### src/rtl/brent_kung_subtractor_seq_if.sv
// Operand/result handshake bundle for brent_kung_subtractor_seq.
//   in_valid/in_ready   : operand pair handshake (sum, addend)
//   out_valid/out_ready : result handshake (diff, err)
// Modports: slave = the subtractor, master = the block driving operands and consuming results.
interface brent_kung_subtractor_seq_if #(
  parameter int unsigned WIDTH = 12
) ();
  logic             in_valid;
  logic             in_ready;
  logic [WIDTH:0]   sum;
  logic [WIDTH-1:0] addend;
  logic             out_valid;
  logic             out_ready;
  logic [WIDTH-1:0] diff;
  logic             err;

  modport slave (
    input  in_valid, sum, addend, out_ready,
    output in_ready, out_valid, diff, err
  );

  modport master (
    output in_valid, sum, addend, out_ready,
    input  in_ready, out_valid, diff, err
  );
endinterface

### src/rtl/brent_kung_subtractor_seq.sv
// Sequential adder inverter: recovers diff = (sum - addend) mod 2^WIDTH, CHUNK bits per cycle,
// LSB chunk first, with a rippled borrow between cycles. err flags a sum that no WIDTH-bit
// value plus addend can produce (underflow or overflow of the subtraction).
// Ports:
//   clk  : clock, rising edge
//   rst  : asynchronous active-high reset
//   bus  : slave modport of brent_kung_subtractor_seq_if (operand and result handshakes)
// WIDTH must be an integer multiple of CHUNK.
module brent_kung_subtractor_seq #(
  parameter int unsigned WIDTH = 12,
  parameter int unsigned CHUNK = 4
) (
  input logic                         clk,
  input logic                         rst,
  brent_kung_subtractor_seq_if.slave  bus
);

  localparam int unsigned NumChunks = WIDTH / CHUNK;
  localparam int unsigned StepW     = (NumChunks > 1) ? $clog2(NumChunks) : 1;
  localparam logic [StepW-1:0] LastStep = StepW'(NumChunks - 1);

  typedef enum logic [1:0] {StIdle, StCalc, StDone} state_e;

  state_e           state_q;
  logic [WIDTH:0]   sum_q;
  logic [WIDTH-1:0] addend_q;
  logic             borrow_q;
  logic [StepW-1:0] step_q;
  logic [WIDTH-1:0] diff_q;
  logic             err_q;
  logic             in_ready_q;
  logic             out_valid_q;

  logic [CHUNK-1:0] sum_chunk;
  logic [CHUNK-1:0] add_chunk;
  logic [CHUNK:0]   chunk_res;
  logic [CHUNK-1:0] diff_chunk;
  logic             borrow_out;

  // Select the operand chunk addressed by step_q.
  always_comb begin
    sum_chunk = '0;
    add_chunk = '0;
    for (int i = 0; i < NumChunks; i++) begin
      if (step_q == StepW'(i)) begin
        sum_chunk = sum_q[i*CHUNK +: CHUNK];
        add_chunk = addend_q[i*CHUNK +: CHUNK];
      end
    end
  end

  // One guard bit: a negative chunk result leaves it set, which is exactly the borrow-out.
  always_comb begin
    chunk_res  = {1'b0, sum_chunk} - {1'b0, add_chunk} - {{CHUNK{1'b0}}, borrow_q};
    diff_chunk = chunk_res[CHUNK-1:0];
    borrow_out = chunk_res[CHUNK];
  end

  always_ff @(posedge clk or posedge rst) begin
    if (rst) begin
      state_q     <= StIdle;
      sum_q       <= '0;
      addend_q    <= '0;
      borrow_q    <= 1'b0;
      step_q      <= '0;
      diff_q      <= '0;
      err_q       <= 1'b0;
      in_ready_q  <= 1'b1;
      out_valid_q <= 1'b0;
    end else begin
      case (state_q)
        StIdle: begin
          if (bus.in_valid) begin
            sum_q      <= bus.sum;
            addend_q   <= bus.addend;
            borrow_q   <= 1'b0;
            step_q     <= '0;
            // Uncomputed chunks must read zero while calculating.
            diff_q     <= '0;
            err_q      <= 1'b0;
            in_ready_q <= 1'b0;
            state_q    <= StCalc;
          end
        end
        StCalc: begin
          for (int i = 0; i < NumChunks; i++) begin
            if (step_q == StepW'(i)) diff_q[i*CHUNK +: CHUNK] <= diff_chunk;
          end
          borrow_q <= borrow_out;
          step_q   <= step_q + StepW'(1);
          if (step_q == LastStep) begin
            // Result fits only if the final borrow cancels the sum's carry bit.
            err_q       <= sum_q[WIDTH] ^ borrow_out;
            out_valid_q <= 1'b1;
            state_q     <= StDone;
          end
        end
        StDone: begin
          if (bus.out_ready) begin
            out_valid_q <= 1'b0;
            in_ready_q  <= 1'b1;
            state_q     <= StIdle;
          end
        end
        default: begin
          out_valid_q <= 1'b0;
          in_ready_q  <= 1'b1;
          state_q     <= StIdle;
        end
      endcase
    end
  end

  assign bus.in_ready  = in_ready_q;
  assign bus.out_valid = out_valid_q;
  assign bus.diff      = diff_q;
  assign bus.err       = err_q;

endmodule

### src/flat_wrapper.sv
// flat-port wrapper written by rule: the top's interface ports become plain ports
module brent_kung_subtractor_seq_flat 
#(
  parameter int unsigned WIDTH = 12,
  parameter int unsigned CHUNK = 4
)
  (clk, rst, bus_in_valid, bus_sum, bus_addend, bus_out_ready, bus_in_ready, bus_out_valid, bus_diff, bus_err);
  brent_kung_subtractor_seq_if #(.WIDTH(WIDTH)) bus_i ();
  input logic clk;
  input logic rst;
  input wire logic [$bits(bus_i.in_valid)-1:0] bus_in_valid;
  input wire logic [$bits(bus_i.sum)-1:0] bus_sum;
  input wire logic [$bits(bus_i.addend)-1:0] bus_addend;
  input wire logic [$bits(bus_i.out_ready)-1:0] bus_out_ready;
  output wire logic [$bits(bus_i.in_ready)-1:0] bus_in_ready;
  output wire logic [$bits(bus_i.out_valid)-1:0] bus_out_valid;
  output wire logic [$bits(bus_i.diff)-1:0] bus_diff;
  output wire logic [$bits(bus_i.err)-1:0] bus_err;
  assign bus_i.in_valid = bus_in_valid;
  assign bus_i.sum = bus_sum;
  assign bus_i.addend = bus_addend;
  assign bus_i.out_ready = bus_out_ready;
  assign bus_in_ready = bus_i.in_ready;
  assign bus_out_valid = bus_i.out_valid;
  assign bus_diff = bus_i.diff;
  assign bus_err = bus_i.err;
  brent_kung_subtractor_seq #(.WIDTH(WIDTH), .CHUNK(CHUNK)) u_core (.clk(clk), .rst(rst), .bus(bus_i));
endmodule
### config.mk
export PLATFORM = sky130hd
export DESIGN_NAME = brent_kung_subtractor_seq_flat
export DESIGN_NICKNAME = d
export VERILOG_FILES = /design/src/rtl/brent_kung_subtractor_seq_if.sv /design/src/rtl/brent_kung_subtractor_seq.sv /design/src/flat_wrapper.sv
export SDC_FILE = /design/constraint.sdc
export NUM_CORES = 1
export LEC_CHECK = 0
export ABC_AREA = 1
export CAP_MARGIN = 20
export CORE_AREA = 2 2 59 88
export CTS_BUF_LIST = sky130_fd_sc_hd__clkbuf_16
export CTS_CLUSTER_DIAMETER = 50
export DETAILED_ROUTE_END_ITERATION = 8
export DIE_AREA = 0 0 61 90
export MAX_ROUTING_LAYER = met4
export PLACE_DENSITY = 0.84
export SKIP_LAST_GASP = 1
export SLEW_MARGIN = 30
export SYNTH_ARGS = -nofsm -noshare
export SYNTH_HDL_FRONTEND = slang
export SYNTH_SLANG_ARGS = --single-unit
### constraint.sdc
create_clock -name clk -period 3.2 [get_ports clk]
set_input_delay 0.96 -clock clk [delete_from_list [all_inputs] [get_ports clk]]
set_output_delay 0.96 -clock clk [all_outputs]
set_load 0.01 [all_outputs]
==> results of run 1 <==
## kinds of logic (layout without fill, tap and decap cells)
family,after synthesis,in the layout
multiplexers,3,3
adder cells (fa/ha/maj),9,9
flip-flops,45,45
buffers and inverters,37,83
AO/OA/AOI/OAI,39,39
AND/OR/NAND/NOR,116,116
## path summary, 6_finish.rpt
path                                                      from                              end  slack [ps]  cells past startpoint
worst min-delay path            u_core.bus.diff[5]$_DFFE_PP0P_   u_core.bus.diff[5]$_DFFE_PP0P_         480                      2
worst max-delay path              u_core.step_q[0]$_DFFE_PP0P_       u_core.bus.err$_DFFE_PP0P_         250                     16
worst min register to register  u_core.bus.diff[5]$_DFFE_PP0P_   u_core.bus.diff[5]$_DFFE_PP0P_         480                      2
worst max register to register    u_core.step_q[0]$_DFFE_PP0P_       u_core.bus.err$_DFFE_PP0P_         250                     16
max in group asynchronous                                  rst  u_core.bus.in_ready$_DFFE_PP1P_        1710                      3
min in group asynchronous                                  rst   u_core.bus.diff[0]$_DFFE_PP0P_        1130                      3
## synth_stat cells
cell type	number	area [um2]
nor2_1	8	30.0
a221oi_1	1	8.76
o21ai_1	10	50.1
nor2_4	1	11.3
o211ai_1	2	15.0
mux2_2	3	33.8
a22oi_1	2	15.0
dfrtp_1	44	1100
nand3_4	1	17.5
or2_1	1	6.26
inv_2	7	26.3
nand2_1	90	338
nor3_1	1	5.00
fa_1	2	40.0
nand2_2	1	6.26
a21oi_1	9	45.0
ha_1	7	87.6
o22ai_1	2	12.5
nand4_1	3	18.8
or2_2	3	18.8
o21ai_0	8	40.0
o21ai_2	4	35.0
nand3_1	7	35.0
dfstp_2	1	26.3
inv_1	24	90.1
buf_2	6	30.0
a32o_1	1	10.0
## through the flow
step | hold WS (ps) | setup WS [ps] | util, %
finish | 481 | 253 | 58.5
global route | 494 | 19.5 | 58.5
CTS | 483 | 121 | 58.4
detailed placement | 469 | 161 | 55.6
global placement | 463 | 267 | 55.6
floorplan | 441 | 460 | -
## flip-flops by register name (all words and copies together), names as in the netlist
register / cells
u_core.borrow_q: 1
u_core.bus.out_valid: 1
u_core.sum_q: 13
u_core.bus.err: 1
u_core.addend_q: 12
u_core.bus.in_ready: 1
u_core.step_q: 2
u_core.state_q: 2
u_core.bus.diff: 12
## layout by cell type (no fill, tap or decap), types with 3 or more instances in the layout
cell	count
mux2_2	3
nand4_1	3
a21oi_1	9
clkdlybuf4s50_1	43
inv_2	7
or2_2	3
dfrtp_1	44
nand3_1	7
nor2_1	7
o21ai_2	4
nand2_1	90
inv_1	24
o21ai_0	8
o21ai_1	10
clkbuf_16	5
ha_1	6
## timing repair
item                                    4_1_cts  5_1_grt
resized for setup                             0        2
endpoints found under the setup margin        0        5
hold endpoints to repair                      0        0
hold buffers                                  0        0
## power by group through the flow
stage / Sequential [mW] / Clock (mW) / Combinational, mW
global route: 1.00 / 0.508 / 1.93
CTS: 0.982 / 0.485 / 1.68
finish: 0.983 / 0.475 / 1.67
detailed placement: 0.990 / 0 / 1.67
global placement: 0.983 / 0 / 1.61
floorplan: 0.976 / 0 / 1.21
## critical path, cell delays in order (launching register included)
cell     delay (ps)
dfrtp_1         400
inv_1            90
ha_1            170
inv_1            80
nor2_2          240
a22oi_1         110
nor2_1          110
a21oi_1          60
fa_1            420
fa_1            420
nand2_1          90
a21oi_1          70
or2_2           280
nand2_1          80
nand2_1          60
nand3_1          80
nand2_1          60
## routing by layer
layer  up-vias  part of all wire, %
met3         6                  3.1
met2        32                   54
met5         -                    0
met1       794                   41
li1        877                    -
met4         0                  1.6
## final cells by class
type                    instances  area share (%)
multi-input cells             167            31.7
repair buffers                 45            15.9
flip-flops and latches         45            40.4
inverters                      31            4.17
well taps                      66            2.96
clock buffers                   5            4.48
clock inverters                 2           0.403
==> metrics.txt, run 1 <==
DR iter-0 viols 41; Slew @ Worst Pin around 540 ps; placed instance count 354; Fmax 339 MHz; power density cells between 1000 and 1500 mW/mm2; DRC 0; sum of routed wire length over all layers 4370 um; Detail Placement HPWL 3370 um; Most Crowded Layer GR met2; post-route setup TNS 0 ps; CTS Buf Count 5; initial antenna violation count 0; first-pass GRT wire length ~7300 um; clock buffer depth 2; Layout fillers roughly 400; GRT overflow 0; Hold WC Path Type flop to flop; ANT nets after route 0; Syn Inst Count 249; port buffer count 43; Vias 1709; Global Route met3 Usage 3.45%; sequential power share 31.4%; Post-Synth XOR/XNOR Area 0%; GR Util All Layers 18.2%; RSZ-0062 raised after global routing false; clk_lat worst skew 280 ps; mux cell area share after synthesis under 10%; sequential area share after synthesis 52.4%; Cell Count, Final, Fillers Out 361; Final Setup Violations 0; status complete, no violations; LEAKAGE 1.37 nW; die area 0.00549 mm2; met2 Use GR 30.4%; crit path kind flop to flop; Crit path arrival time roughly 3100 ps; Synth Area in Compound Gates 10.7%; sw frac 42.4%; Placer Congestion 0.928; row count 31; main combinational cell family by area after synthesis simple AND/OR/NAND/NOR gates; placed cell area 0.00265 mm2; max cap viols 0; Psw between 1 and 1.5 mW; Internal 1.80 mW; share of layout cells above drive strength 1 10.5%; CTS H-tree depth 2; Seq cells post-synth 45; vias in the first global route 1651; Worst Setup End Kind flop; syn nets 287; area grow syn2layout 29.7%; Mapped Area 0.00215 mm2; period utilisation layout between 90% and 100%; Routed WL per cell 12.1 um; DR pass1 iterations 4; simple-gate share of the synthesized area 22.6%; # clock sinks 45; Worst Clk Skew 2.49 ps; ant diodes 0; Core ar. 0.00477 mm2; post-layout min period just under 3000 ps; CTS tree done; Comb pwr share a little over half; # IOs 44; critical path startpoint category flop; Initial Util 45.1%; worst path required time 3370 ps; total power draw 3.13 mW; Via density 4.73; Die X 61 um; Clock transition at path regs 60 ps; Adder-Cell Fraction of Synth Area under 10%; Clk pwr share 15.2%; peak supply drop 0.454 mV; slew margin rel. 64.2%; Die Y ~90 um; count of pins over their slew limit 0; met1 Track Usage GR 21.5%; Yosys cell types 27; post-route cell area 0.00279 mm2; Seq. cell area 0.00113 mm2; setup bufs post-CTS 0; largest net degree at the start of global routing 46; Mapped Avg Cell Area ~8.6 um2; yosys warns 0; final hold vios 0; CTS root buf clkbuf_16; Critical Path Fanout Max 7; Multi-input gate area 885 um2; # nets final 333
Power figures use the tool's default switching activity.
==> run 2, diff against run 1 <==
--- a/config.mk
+++ b/config.mk
@@ -5,15 +5,14 @@
 export SDC_FILE = /design/constraint.sdc
 export NUM_CORES = 1
 export LEC_CHECK = 0
-export ABC_AREA = 1
 export CAP_MARGIN = 20
-export CORE_AREA = 2 2 59 88
+export CORE_AREA = 2 2 60 90
 export CTS_BUF_LIST = sky130_fd_sc_hd__clkbuf_16
 export CTS_CLUSTER_DIAMETER = 50
 export DETAILED_ROUTE_END_ITERATION = 8
-export DIE_AREA = 0 0 61 90
+export DIE_AREA = 0 0 62 92
 export MAX_ROUTING_LAYER = met4
-export PLACE_DENSITY = 0.84
+export PLACE_DENSITY = 0.83
 export SKIP_LAST_GASP = 1
 export SLEW_MARGIN = 30
 export SYNTH_ARGS = -nofsm -noshare
==> metrics.txt, run 2 <==
status complete, no violations; Die X 62 um (+1.6%); port buffer count 43 (unchanged); period utilisation layout 92.2% (+0.15 points); LEAKAGE 1.37 nW (about the same); row count 32 (+3.2%); # IOs 44 (unchanged); worst path required time 3360 ps (about the same); Vias 1837 (+7.5%); met2 Use GR 31.0% (+0.61 points); # nets final 333 (unchanged); Most Crowded Layer GR met2; share of layout cells above drive strength 1 6.08% (-4.4 points); critical path startpoint category flop; Via density 5.05 (+6.6%); post-route setup TNS 0 ps (unchanged); DR iter-0 viols 107 (+160%); ANT nets after route 0 (unchanged); GRT overflow 0 (unchanged); leading area contributor after synthesis dfrtp_1; CTS Buf Count 5 (unchanged); crit path kind flop to flop; DRC 0 (unchanged); final hold vios 0 (unchanged); CTS root buf clkbuf_16; yosys warns 0 (unchanged); largest net degree at the start of global routing 46 (unchanged); ant diodes 0 (unchanged); first-pass GRT wire length 7780 um (+6.3%); Core ar. 0.00500 mm2 (+4.9%); area grow syn2layout 29.5%; Mapped Avg Cell Area 8.84 um2 (+2.2%); power density cells 1140 mW/mm2 (+1.3%); Fmax 339 MHz (-0.17%); Seq cells post-synth 45 (unchanged); Initial Util 44.3% (-0.81 points); Syn Inst Count 251 (+0.80%); slew margin rel. 54.5% (-9.7 points); vias in the first global route 1806 (+9.4%); top cell type's share of synthesized area 49.6% (-1.5 points); syn nets 289 (+0.70%); Worst Clk Skew 4.53 ps (+2.04 ps); fin util 57.4% (-1.1 points); CTS tree done; Area contributors post-synth dfrtp_1, nand2_1, ha_1, o21ai_0, a21oi_1; Slew @ Worst Pin 676 ps (+139 ps); Biggest register u_core.sum_q; Routed WL per cell 12.8 um (+5.7%); Die Y 92 um (+2.2%); Clock transition at path regs 60 ps (about the same); most frequent cell after synthesis nand2_1; Critical Path Fanout Max 10 (+3); most frequent cells in the layout nand2_1, dfrtp_1, clkdlybuf4s50_1; count of pins over their slew limit 0 (unchanged); Mapped Area 0.00222 mm2 (+3.0%); die area 0.00570 mm2 (+3.9%); Global Route met3 Usage 3.39% (-0.068 points); post-layout min period 2950 ps (+4.95 ps); sum of routed wire length over all layers 4660 um (+6.6%); Crit path arrival time 3110 ps (about the same); Layout fillers 459 (+14%); DR pass1 iterations 4 (unchanged); Detail Placement HPWL 3570 um (+5.8%); peak supply drop 0.458 mV (+0.83%); Yosys cell types 33 (+22%); max reg flops 13 (unchanged); clock buffer depth 2 (unchanged); most common cell after layout, fill and taps aside nand2_1; Worst Setup End Kind flop; sequential area share after synthesis 50.8% (-1.5 points); GR Util All Layers 18.8% (+0.56 points); ys async rst share 100% (unchanged); Hold WC Path Type flop to flop; post-cts gate resize count 0 (unchanged); clk_lat worst skew 290 ps (about the same); hold-fix buffers at CTS 0 (unchanged); max cap viols 0 (unchanged); met1 Track Usage GR 20.9% (-0.53 points); ys flop type dfrtp_1; Final Setup Violations 0 (unchanged); number of flops mapped to enable cells by yosys 0 (unchanged); commonest cells in the synthesized netlist nand2_1, dfrtp_1, o21ai_0, a21oi_1, inv_1; RSZ-0062 raised after global routing false; setup bufs post-CTS 0 (unchanged); # clock sinks 45 (unchanged); Placer Congestion 0.911 (-1.9%); CTS H-tree depth 2 (unchanged); initial antenna violation count 0 (unchanged)
[run 2: final timing paths]
check                                               startpoint                             end  slack, ps  cells after the start
worst max-delay path              u_core.step_q[0]$_DFFE_PP0P_      u_core.bus.err$_DFFE_PP0P_        250                     11
worst min-delay path            u_core.bus.diff[2]$_DFFE_PP0P_  u_core.bus.diff[2]$_DFFE_PP0P_        470                      2
worst max register to register    u_core.step_q[0]$_DFFE_PP0P_      u_core.bus.err$_DFFE_PP0P_        250                     11
worst min register to register  u_core.bus.diff[2]$_DFFE_PP0P_  u_core.bus.diff[2]$_DFFE_PP0P_        470                      2
max in group asynchronous                                  rst     u_core.sum_q[5]$_DFFE_PP0P_       1710                      3
min in group asynchronous                                  rst     u_core.sum_q[4]$_DFFE_PP0P_       1100                      3
[run 2: area by class of cell]
class	instances	area, um2	share of cell area [%]
clock inverters	3	37.5	1.31
clock buffers	5	125	4.36
inverters	11	41.3	1.44
repair buffers	49	475	16.6
multi-input cells	183	981	34.1
flip-flops and latches	45	1130	39.2
well taps	68	85.1	2.96
[run 2: routing by layer]
metal	share of wire (%)	vias to the layer above
met1	39	880
met2	54	44
met5	0	-
li1	-	899
met4	2.8	0
met3	4.0	14
[run 2: power by group]
group          switching [mW]  total (mW)  internal (mW)
registers               0.194        1.03          0.832
logic                   0.932        1.67          0.739
clock network           0.202       0.564          0.362
[run 2: logic make-up after synthesis]
logic type,share of synthesized area [%]
fa+ha+maj,5.75
flops,50.8
buf+inv,4.96
xor+xnor,0.790
mux,0.451
compound gates,13.4
simple gates,23.8
[run 2: through the flow]
| step | setup slack, ps | power, mW | cells | hold slack, ps | area (um2) |
|---|---|---|---|---|---|
| 4_1_cts | 236 | 3.27 | 364 | 482 | 2870 |
| 3_5_place_dp | 270 | 2.70 | 356 | 468 | 2710 |
| 5_1_grt | 36.3 | 3.53 | 364 | 506 | 2870 |
| 2_1_floorplan | 345 | 2.21 | 251 | 446 | 2220 |
| 3_3_place_gp | 406 | 2.64 | 356 | 463 | 2710 |
| 6_report | 248 | 3.26 | 364 | 474 | 2870 |
[run 2: critical path, stage by stage (launching register included)]
cell and delay [ps]:
dfrtp_1 390, inv_1 110, ha_1 440, nand3b_1 120, a21oi_1 160, a21oi_1 70
fa_1 430, fa_1 450, and3b_1 190, o22ai_1 230, xnor2_1 140, o21ai_0 90
==> run 3, diff against run 2 <==
--- a/config.mk
+++ b/config.mk
@@ -11,7 +11,6 @@
 export CTS_CLUSTER_DIAMETER = 50
 export DETAILED_ROUTE_END_ITERATION = 8
 export DIE_AREA = 0 0 62 92
-export MAX_ROUTING_LAYER = met4
 export PLACE_DENSITY = 0.83
 export SKIP_LAST_GASP = 1
 export SLEW_MARGIN = 30
==> metrics.txt, run 3 (synthesis gave the netlist of run 2 again) <==
DR iter-0 viols 108 (+0.93%); crit path kind flop to flop; hold path endpoint u_core.bus.diff[2]$_DFFE_PP0P_; CTS tree done; CTS root buf clkbuf_16; Worst Setup End Kind flop; CTS H-tree depth 2 (unchanged); post-route cell area 0.00287 mm2 (unchanged); Cell Count, Final, Fillers Out 364 (unchanged); most common cell after layout, fill and taps aside nand2_1; most frequent cells in the layout nand2_1, dfrtp_1, clkdlybuf4s50_1; HP Start u_core.bus.diff[2]$_DFFE_PP0P_; area grow syn2layout 29.5% (unchanged); WP buf/inv 1 (unchanged); R2R cell count 11 (unchanged); share of layout cells above drive strength 1 6.08% (unchanged); ANT nets after route 0 (unchanged); max cap viols 0 (unchanged); post-route setup TNS 0 ps (unchanged); largest net degree at the start of global routing 46 (unchanged); Clock transition at path regs 60 ps (about the same); Slew @ Worst Pin 678 ps (+2.52 ps); # clock sinks 45 (unchanged); Placer Congestion 0.895 (-1.7%); port buffer count 43 (unchanged); setup bufs post-CTS 0 (unchanged); post-cts gate resize count 0 (unchanged); placed cell area 0.00271 mm2 (unchanged); final hold vios 0 (unchanged); row count 32 (unchanged); initial antenna violation count 0 (unchanged); first-pass GRT wire length 7780 um (about the same); placed instance count 356 (unchanged); crit path cell chain inv_1 > ha_1 > nand3b_1 > a21oi_1 > a21oi_1 > fa_1 > fa_1 > and3b_1 > o22ai_1 > xnor2_1 > o21ai_0; Biggest register u_core.sum_q; Detail Placement HPWL 3570 um (unchanged); DRC 0 (unchanged); die area 0.00570 mm2 (unchanged); # IOs 44 (unchanged); Via density 5.05 (about the same); RSZ-0062 raised after global routing false; Vias 1838 (+0.054%); LEAKAGE 1.37 nW (unchanged); Final Setup Violations 0 (unchanged); period utilisation layout 92.1% (-0.11 points); Crit path max-delay family adder cells; clk_lat worst skew 290 ps (about the same); GR Util All Layers 18.3% (-0.50 points); clock buffer depth 2 (unchanged); status complete, no violations; slowest cell on the critical path fa_1; DR pass1 iterations 4 (unchanged); Die X 62 um (unchanged); post-layout min period 2950 ps (-3.47 ps); Crit path arrival time 3110 ps (about the same); slowest cell delay on critical path 450 ps (about the same); power density cells 1130 mW/mm2 (about the same); GRT overflow 0 (unchanged); Die Y 92 um (unchanged); Worst Clk Skew 4.60 ps (+0.0692 ps); Initial Util 44.3% (unchanged); worst hold stages 2 (unchanged); # nets final 333 (unchanged); Fmax 339 MHz (+0.12%); worst path required time 3360 ps (about the same); Core ar. 0.00500 mm2 (unchanged); vias in the first global route 1814 (+0.44%); Hold WC Path Type flop to flop; max reg flops 13 (unchanged); Routed WL per cell 12.8 um (about the same); hold-fix buffers at CTS 0 (unchanged); Reg2Reg Setup Slack 250 ps (about the same); CTS Buf Count 5 (unchanged); reg-to-reg startpoint u_core.step_q[0]$_DFFE_PP0P_; critical path startpoint category flop; count of pins over their slew limit 0 (unchanged); Critical Path Fanout Max 10 (unchanged); Reg2Reg Capture Point u_core.bus.err$_DFFE_PP0P_; slew margin rel. 54.3% (-0.17 points); peak supply drop 0.459 mV (+0.27%); ant diodes 0 (unchanged); sum of routed wire length over all layers 4650 um (about the same)
-- run 3: cell counts in the layout (fill, tap and decap cells not counted) --
No cell type changed its count.
-- run 3: power breakdown --
group / switching [mW] / internal (mW)
registers: 0.192 / 0.832
logic: 0.933 / 0.740
clock network: 0.201 / 0.362
total: 1.33 / 1.93
-- run 3: through the flow --
| stage | hold WS [ps] | worst slack [ps] | utilization (%) | power, mW |
|---|---|---|---|---|
| after global routing | 506 | 36.3 | 57.4 | 3.53 |
| after CTS | 482 | 236 | 57.4 | 3.27 |
| after detailed placement | 468 | 270 | 54.2 | 2.70 |
| after floorplan | 446 | 345 | - | 2.21 |
| final | 474 | 252 | 57.4 | 3.26 |
| after global placement | 463 | 406 | 54.2 | 2.64 |
-- run 3: worst max-delay path by stage --
stage	from	to	slack, ps	cells past startpoint
after floorplan	u_core.step_q[1]$_DFFE_PP0P_	u_core.bus.err$_DFFE_PP0P_	350	13
after CTS	u_core.step_q[0]$_DFFE_PP0P_	u_core.bus.err$_DFFE_PP0P_	240	11
after global placement	u_core.step_q[1]$_DFFE_PP0P_	u_core.bus.err$_DFFE_PP0P_	410	11
after global routing	u_core.step_q[0]$_DFFE_PP0P_	u_core.bus.err$_DFFE_PP0P_	40	11
final	u_core.step_q[0]$_DFFE_PP0P_	u_core.bus.err$_DFFE_PP0P_	250	11
after detailed placement	u_core.step_q[0]$_DFFE_PP0P_	u_core.bus.err$_DFFE_PP0P_	270	11
-- run 3: worst reg2reg max path: stages, from the launching register on --
cell,delay (ps)
dfrtp_1,390
inv_1,110
ha_1,440
nand3b_1,120
a21oi_1,160
a21oi_1,70
fa_1,430
fa_1,450
and3b_1,190
o22ai_1,230
xnor2_1,140
o21ai_0,90
-- run 3: area by class of cell --
type	count	area, um2
sequential	45	1130
clock inverter	3	37.5
fill	459	2130
multi-input combinational	183	981
timing repair buffer	49	475
clock buffer	5	125
inverter	11	41.3
tap	68	85.1
-- run 3: routing by layer --
metal	part of all wire (%)	GRT usage (%)
met2	54	31.1
met1	40	20.6
met3	3.8	3.53
met5	0	0
met4	2.8	9.04
